[config.mk]
export PLATFORM = sky130hd
export DESIGN_NAME = uart_rx_os
export DESIGN_NICKNAME = d
export VERILOG_FILES = /design/src/rtl/uart_pkg.sv /design/src/rtl/uart_sync.sv /design/src/rtl/uart_rx_os.sv
export SDC_FILE = /design/constraint.sdc
export NUM_CORES = 1
export LEC_CHECK = 0
export CAP_MARGIN = 0
export CORE_UTILIZATION = 55
export CTS_CLUSTER_DIAMETER = 40
export DETAILED_ROUTE_END_ITERATION = 8
export PLACE_DENSITY = 0.78
export RECOVER_POWER = 25
export SLEW_MARGIN = 5
export SYNTH_ARGS = -nofsm -noshare
export SYNTH_HDL_FRONTEND = slang
export SYNTH_SLANG_ARGS = --single-unit
[constraint.sdc]
create_clock -name sck -period 1.97 [get_ports sck]
set_input_delay 0.2955 -clock sck [delete_from_list [all_inputs] [get_ports sck]]
set_output_delay 0.2955 -clock sck [all_outputs]
set_load 0.005 [all_outputs]
[src/rtl/uart_pkg.sv]
// Shared UART definitions: parity mode encodings, receiver state enum and
// a parity helper used by both the RX and TX sides.
package uart_pkg;

    // Parity mode encodings carried by the PARITY parameter.
    localparam int PAR_NONE = 0;
    localparam int PAR_ODD  = 1;
    localparam int PAR_EVEN = 2;

    // Receiver frame states.
    typedef enum logic [2:0] {
        RX_IDLE  = 3'd0,
        RX_START = 3'd1,
        RX_DATA  = 3'd2,
        RX_PAR   = 3'd3,
        RX_STOP  = 3'd4
    } rx_state_e;

    // Returns 1 when the received parity bit disagrees with the data.
    // data_xor is the XOR-reduction of the data bits.
    // Odd parity requires an odd number of ones across data and parity bit;
    // even parity requires an even number.
    function automatic logic parity_mismatch(input int mode, input logic data_xor,
                                             input logic par_bit);
        logic err;
        err = 1'b0;
        if (mode == PAR_ODD) begin
            err = ~(data_xor ^ par_bit);
        end else if (mode == PAR_EVEN) begin
            err = data_xor ^ par_bit;
        end
        return err;
    endfunction

endpackage

[src/rtl/uart_sync.sv]
// N-stage synchroniser for an asynchronous serial line. Resets to 1 so
// an idle-high line never looks like a start bit coming out of reset.
module uart_sync
    import uart_pkg::*;
#(
    parameter int SYNC_STAGES = 2
) (
    input  logic sck,
    input  logic rst,
    input  logic d,
    output logic q
);

    logic [SYNC_STAGES-1:0] sync_ff;

    // Shift the async input through the flop chain; stage 0 is the capture flop.
    always_ff @(posedge sck) begin
        if (rst) begin
            sync_ff <= '1;
        end else begin
            sync_ff <= {sync_ff[SYNC_STAGES-2:0], d};
        end
    end

    assign q = sync_ff[SYNC_STAGES-1];

endmodule

[src/rtl/uart_rx_os.sv]
// UART receiver with mid-bit sampling.
//
// Output handshake: data_valid is a one-cycle strobe with no ready/back-
// pressure. data_out, parity_err and frame_err change only in the strobe
// cycle and hold until the next strobe, so a consumer may sample them with
// data_valid or at any later time before the next strobe.
//
// Frame timing: the start bit is confirmed half a bit period after the
// falling edge is seen on rx_s; every later bit (data, parity, stop) is
// sampled one full bit period after the previous sample, i.e. mid-bit.
// The strobe comes one cycle after the last stop sample.
//
// A frame whose last stop sample is 0 disarms start detection until the
// line has been seen high, so a held break yields exactly one word.
module uart_rx_os
    import uart_pkg::*;
#(
    parameter int DATA_BITS    = 8,
    parameter int CLKS_PER_BIT = 16,
    parameter int PARITY       = 0,
    parameter int STOP_BITS    = 1,
    parameter int SYNC_STAGES  = 2
) (
    input  logic                 sck,
    input  logic                 rst,
    input  logic                 rx,
    output logic [DATA_BITS-1:0] data_out,
    output logic                 data_valid,
    output logic                 parity_err,
    output logic                 frame_err,
    output logic                 busy
);

    localparam int TICK_W = $clog2(CLKS_PER_BIT);
    localparam int IDX_W  = $clog2(DATA_BITS + 1);

    localparam logic [TICK_W-1:0] HALF_TICK = TICK_W'(CLKS_PER_BIT / 2 - 1);
    localparam logic [TICK_W-1:0] FULL_TICK = TICK_W'(CLKS_PER_BIT - 1);
    localparam logic [IDX_W-1:0]  LAST_DATA = IDX_W'(DATA_BITS - 1);
    localparam logic [IDX_W-1:0]  LAST_STOP = IDX_W'(STOP_BITS - 1);

    // Parameter range checks at elaboration.
    if (DATA_BITS < 5 || DATA_BITS > 9) begin : g_bad_data_bits
        $error("uart_rx_os: DATA_BITS must be 5..9");
    end
    if (CLKS_PER_BIT < 4 || (CLKS_PER_BIT % 2) != 0) begin : g_bad_clks_per_bit
        $error("uart_rx_os: CLKS_PER_BIT must be even and >= 4");
    end
    if (PARITY != PAR_NONE && PARITY != PAR_ODD && PARITY != PAR_EVEN) begin : g_bad_parity
        $error("uart_rx_os: PARITY must be 0, 1 or 2");
    end
    if (STOP_BITS != 1 && STOP_BITS != 2) begin : g_bad_stop_bits
        $error("uart_rx_os: STOP_BITS must be 1 or 2");
    end
    if (SYNC_STAGES < 2) begin : g_bad_sync_stages
        $error("uart_rx_os: SYNC_STAGES must be >= 2");
    end

    // Synchronised line; every decision below uses rx_s only.
    logic rx_s;

    uart_sync #(
        .SYNC_STAGES(SYNC_STAGES)
    ) u_sync (
        .sck (sck),
        .rst (rst),
        .d   (rx),
        .q   (rx_s)
    );

    // Frame state and datapath registers.
    rx_state_e            state;
    logic [TICK_W-1:0]    tick_cnt;   // cycles since the last sample point
    logic [IDX_W-1:0]     bit_idx;    // data bit index in DATA, stop bit index in STOP
    logic [DATA_BITS-1:0] shift_reg;  // LSB-first deserialiser
    logic                 par_bad;    // parity mismatch seen in this frame
    logic                 stop_bad;   // some stop sample of this frame was 0
    logic                 stop_done;  // last stop bit sampled; deliver next cycle
    logic                 armed;      // start detection enabled

    // Single frame FSM: tick counting, sampling, deserialising and output registers.
    always_ff @(posedge sck) begin
        if (rst) begin
            state      <= RX_IDLE;
            tick_cnt   <= '0;
            bit_idx    <= '0;
            shift_reg  <= '0;
            par_bad    <= 1'b0;
            stop_bad   <= 1'b0;
            stop_done  <= 1'b0;
            armed      <= 1'b1;
            data_out   <= '0;
            data_valid <= 1'b0;
            parity_err <= 1'b0;
            frame_err  <= 1'b0;
            busy       <= 1'b0;
        end else begin
            data_valid <= 1'b0;

            case (state)
                RX_IDLE: begin
                    if (!armed) begin
                        // After a break, wait for the line to return high.
                        if (rx_s) begin
                            armed <= 1'b1;
                        end
                    end else if (!rx_s) begin
                        state    <= RX_START;
                        tick_cnt <= '0;
                        busy     <= 1'b1;
                    end
                end

                RX_START: begin
                    if (tick_cnt == HALF_TICK) begin
                        tick_cnt <= '0;
                        if (!rx_s) begin
                            state    <= RX_DATA;
                            bit_idx  <= '0;
                            par_bad  <= 1'b0;
                            stop_bad <= 1'b0;
                        end else begin
                            // Line high again at mid start bit: a glitch, drop it silently.
                            state <= RX_IDLE;
                            busy  <= 1'b0;
                        end
                    end else begin
                        tick_cnt <= tick_cnt + 1'b1;
                    end
                end

                RX_DATA: begin
                    if (tick_cnt == FULL_TICK) begin
                        tick_cnt  <= '0;
                        shift_reg <= {rx_s, shift_reg[DATA_BITS-1:1]};
                        if (bit_idx == LAST_DATA) begin
                            bit_idx   <= '0;
                            stop_done <= 1'b0;
                            state     <= (PARITY != PAR_NONE) ? RX_PAR : RX_STOP;
                        end else begin
                            bit_idx <= bit_idx + 1'b1;
                        end
                    end else begin
                        tick_cnt <= tick_cnt + 1'b1;
                    end
                end

                RX_PAR: begin
                    if (tick_cnt == FULL_TICK) begin
                        tick_cnt <= '0;
                        par_bad  <= parity_mismatch(PARITY, ^shift_reg, rx_s);
                        state    <= RX_STOP;
                    end else begin
                        tick_cnt <= tick_cnt + 1'b1;
                    end
                end

                RX_STOP: begin
                    if (stop_done) begin
                        // Deliver the word and its flags together.
                        data_out   <= shift_reg;
                        parity_err <= par_bad;
                        frame_err  <= stop_bad;
                        data_valid <= 1'b1;
                        stop_done  <= 1'b0;
                        state      <= RX_IDLE;
                        busy       <= 1'b0;
                    end else if (tick_cnt == FULL_TICK) begin
                        tick_cnt <= '0;
                        if (!rx_s) begin
                            stop_bad <= 1'b1;
                        end
                        if (bit_idx == LAST_STOP) begin
                            stop_done <= 1'b1;
                            // Line still low at the final stop: treat as break.
                            if (!rx_s) begin
                                armed <= 1'b0;
                            end
                        end else begin
                            bit_idx <= bit_idx + 1'b1;
                        end
                    end else begin
                        tick_cnt <= tick_cnt + 1'b1;
                    end
                end

                default: begin
                    state <= RX_IDLE;
                    busy  <= 1'b0;
                end
            endcase
        end
    end

endmodule

==> results by group <==
Status
  – Status: completed

Detailed routing
  – Routed WL: 3.68 mm
  – Via count: 1517
  – Post-DR wirelength/cell: roughly 14 um
  – Routed Antenna Nets: 0
  – Drt first-iter violations: between 100 and 150
  – Residual DRC: 0
  – Vias/cell: ~5.8
  – Detailed Routing Iterations Pass 1: 4

Cells and area
  – Area grow syn2layout: 13.8%
  – Finished Core Util: 0.654
  – Share of layout cells above drive strength 1: 0.142
  – Nets@finish: ~220
  – Design Area, Final: 0.00198 mm2
  – Ant. Diodes: 0

Critical path
  – R2R setup slack: 0.16 ns
  – WS Path Type: flip-flop to flip-flop
  – RR Endpoint: tick_cnt[3]$_SDFFE_PP0P_
  – CP Max Fanout: 11
  – Register-to-Register Path Depth: 5
  – Setup crit end: tick_cnt[3]$_SDFFE_PP0P_
  – Critical Path End Type: flip-flop
  – CP Launch Point: state[2]$_SDFFE_PP0P_
  – Reg2reg start: state[2]$_SDFFE_PP0P_
  – CP required: 2.24 ns
  – CP Data Arrival Time: 2.08 ns
  – Crit start category: flip-flop

Timing
  – Setup tns final: 0 ns
  – Fin. max-slew vios: 0
  – Fmax: 553 MHz
  – RSZ-0062 raised after global routing: false
  – Setup ws final: 0.162 ns
  – Fin Hold WS: 0.426 ns
  – Tmin final: 1.81 ns
  – Slew margin rel.: 0.646
  – Final Hold Fails: 0
  – Clk_skew: 0.00513 ns
  – Finish-stage setup viols: 0
  – Tightest Pin Transition: roughly 0.53 ns
  – Final Cycle Share: 0.918

Place
  – Dpl ws: 0.110 ns
  – IO buf count: 13
  – Post-DP HPWL: 2.70 mm
  – Post-DP Area: 0.00192 mm2
  – Routability congestion estimate: 0.860

Synth
  – Synth top area cells: dfxtp_1 40%, mux2i_1 6.9%, nand2_1 5.0%, a21oi_1 4.3%, nor2_1 4.1%
  – Netlist cell types: 50
  – Fraction of registers with async set/reset: 0
  – Synth Instances: between 200 and 250
  – Post-Synth XOR/XNOR Area: 0.00503
  – Complex-gate fraction of the synthesized area: 0.170
  – Largest family of logic cells by synthesized area: simple AND/OR/NAND/NOR gates
  – Top cells by count, synth: 35 x dfxtp_1, 23 x nand2_1, 19 x nor2_1, 15 x a21oi_1, 12 x mux2i_1
  – Synth Area in Adders: 0.0216
  – Simple-gate area share of the yosys netlist: 0.277
  – Yosys warns: 0
  – Post-Synthesis Cell Area: 0.00174 mm2
  – Mapped Nets: between 200 and 250
  – Syn avg cell area: 8.62 um2
  – Most common cell in the netlist: dfxtp_1
  – Post-synthesis mux area share: 0.0690
  – Register area share after synthesis: 0.403
  – Post-synth EDFFs: 0
  – Top_reg_cell synth: dfxtp_1
  – #FFs+latches synth: 35
  – Cell taking the most area after synthesis: dfxtp_1
  – Top-area cell type share of the netlist area: 0.403

Global route
  – Grt ovf: 0
  – Largest net degree at the start of global routing: 30
  – Initial antenna violation count: 0
  – GRT Util Overall: 0.249
  – First-pass GRT wire length: 6.53 mm
  – Vias in the first global route: 1472

Floorplanning
  – Die Y: 58.3 um
  – Die width: 58.3 um
  – Row cnt: 20
  – Total die area: ~0.0034 mm2
  – Ports: 15
  – CORE AREA: 0.00303 mm2
  – Initial Util: 0.575

Power
  – Clk pwr share: 0.255
  – Switching part of the total: 0.305
  – Power per cell area: 752 mW/mm2
  – P_sw: 455 uW
  – Reg power frac: 0.525
  – Comb pwr share: 0.220
  – Design internal power: roughly 1.0 mW
  – Leakage: 0.803 nW
  – Max IR drop VDD: 441 uV

Clocking
  – Clock transition at the registers of the reported paths: about 0.11 ns
  – Num Clock Sinks: 35
  – CTS root buf: clkbuf_4
  – Later-pin clock latency in the skew report: ~0.33 ns
  – Hold-fix buffers, CTS: 0
  – Clock Tree Buf Depth: 2
  – Setup bufs post-CTS: 0
  – H-tree level count: 2
  – CTS tree: yes
  – PostCTS Resize Cnt: 0
  – Cts bufs inserted: 5

Run
  – Max Cap Viol: 0

Worst hold path
  – HP Class: flip-flop to flip-flop
-- routing by layer --
metal	global-route usage	vias to the layer above	wire, um
met4	0.102	0	43
met1	0.325	736	1650
met3	0.0424	7	138
li1	-	743	-
met5	0	-	0
met2	0.406	31	1840
-- layout make-up --
type / count / area (um2)
clock buffer: 6 / 41.3
timing repair buffer: 21 / 188
sequential: 35 / 703
multi-input combinational: 147 / 955
tap: 44 / 55.1
fill: 255 / 1050
inverter: 7 / 26.3
clock inverter: 2 / 12.5
-- stage by stage --
stage | std cells | power [mW]
floorplan | 202 | 1.00
global placement | 254 | 1.10
detailed placement | 254 | 1.12
CTS | 262 | 1.49
global route | 262 | 1.57
finish | 262 | 1.49
-- worst min path at each step --
| stage | from | end | slack (ns) | cells past startpoint |
|---|---|---|---|---|
| floorplan | u_sync.sync_ff[0]$_SDFF_PP1_ | u_sync.sync_ff[1]$_SDFF_PP1_ | 0.39 | 1 |
| finish | u_sync.sync_ff[0]$_SDFF_PP1_ | u_sync.sync_ff[1]$_SDFF_PP1_ | 0.43 | 1 |
| CTS | u_sync.sync_ff[0]$_SDFF_PP1_ | u_sync.sync_ff[1]$_SDFF_PP1_ | 0.43 | 1 |
| global route | u_sync.sync_ff[0]$_SDFF_PP1_ | u_sync.sync_ff[1]$_SDFF_PP1_ | 0.44 | 1 |
| detailed placement | u_sync.sync_ff[0]$_SDFF_PP1_ | u_sync.sync_ff[1]$_SDFF_PP1_ | 0.40 | 1 |
| global placement | u_sync.sync_ff[0]$_SDFF_PP1_ | u_sync.sync_ff[1]$_SDFF_PP1_ | 0.39 | 1 |
-- layout by cell type (no fill, tap or decap), types with 2 or more instances in the layout --
cell	synthesis	routed
and3b_1	2	2
a32oi_1	2	2
buf_4	3	7
dlygate4sd3_1	0	10
dfxtp_1	35	33
o21bai_1	3	3
nor2_1	19	19
mux2i_1	12	12
o211ai_1	2	2
o21ai_0	6	6
nor4bb_1	3	3
dfxtp_2	0	2
or3b_2	3	3
nor3_1	2	2
nand2_1	23	23
nand2b_1	8	8
or2_2	4	4
nand3b_1	4	4
or3_1	2	2
nand3_1	5	5
inv_1	7	7
ha_1	3	3
clkbuf_4	0	5
o311ai_0	2	2
clkdlybuf4s50_1	0	3
a21oi_1	15	15
-- logic make-up (layout without fill, tap and decap cells) --
kind of cell,count (synthesis),in the layout
DFF,35,35
xor gates and xnor gates,1,1
buffers and inverters,20,36
and+or+nand+nor,86,86
muxes,12,12
adders and majority gates,3,3
other,1,1
AOI/OAI and AO/OA,44,44
-- worst max-delay path: stages (launching register included) --
cell and delay, ns:
dfxtp_1 0.49, buf_4 0.22, or4b_2 0.62, a21oi_1 0.22
o211ai_1 0.12, o21ai_0 0.08
-- power groups by stage --
stage / clock [mW] / sequential [mW] / combinational [mW]
after CTS: 0.387 / 0.776 / 0.328
after floorplan: 0 / 0.770 / 0.232
final: 0.380 / 0.782 / 0.327
after global routing: 0.424 / 0.788 / 0.359
after detailed placement: 0 / 0.791 / 0.327
after global placement: 0 / 0.791 / 0.309
Power figures use the tool's default switching activity.
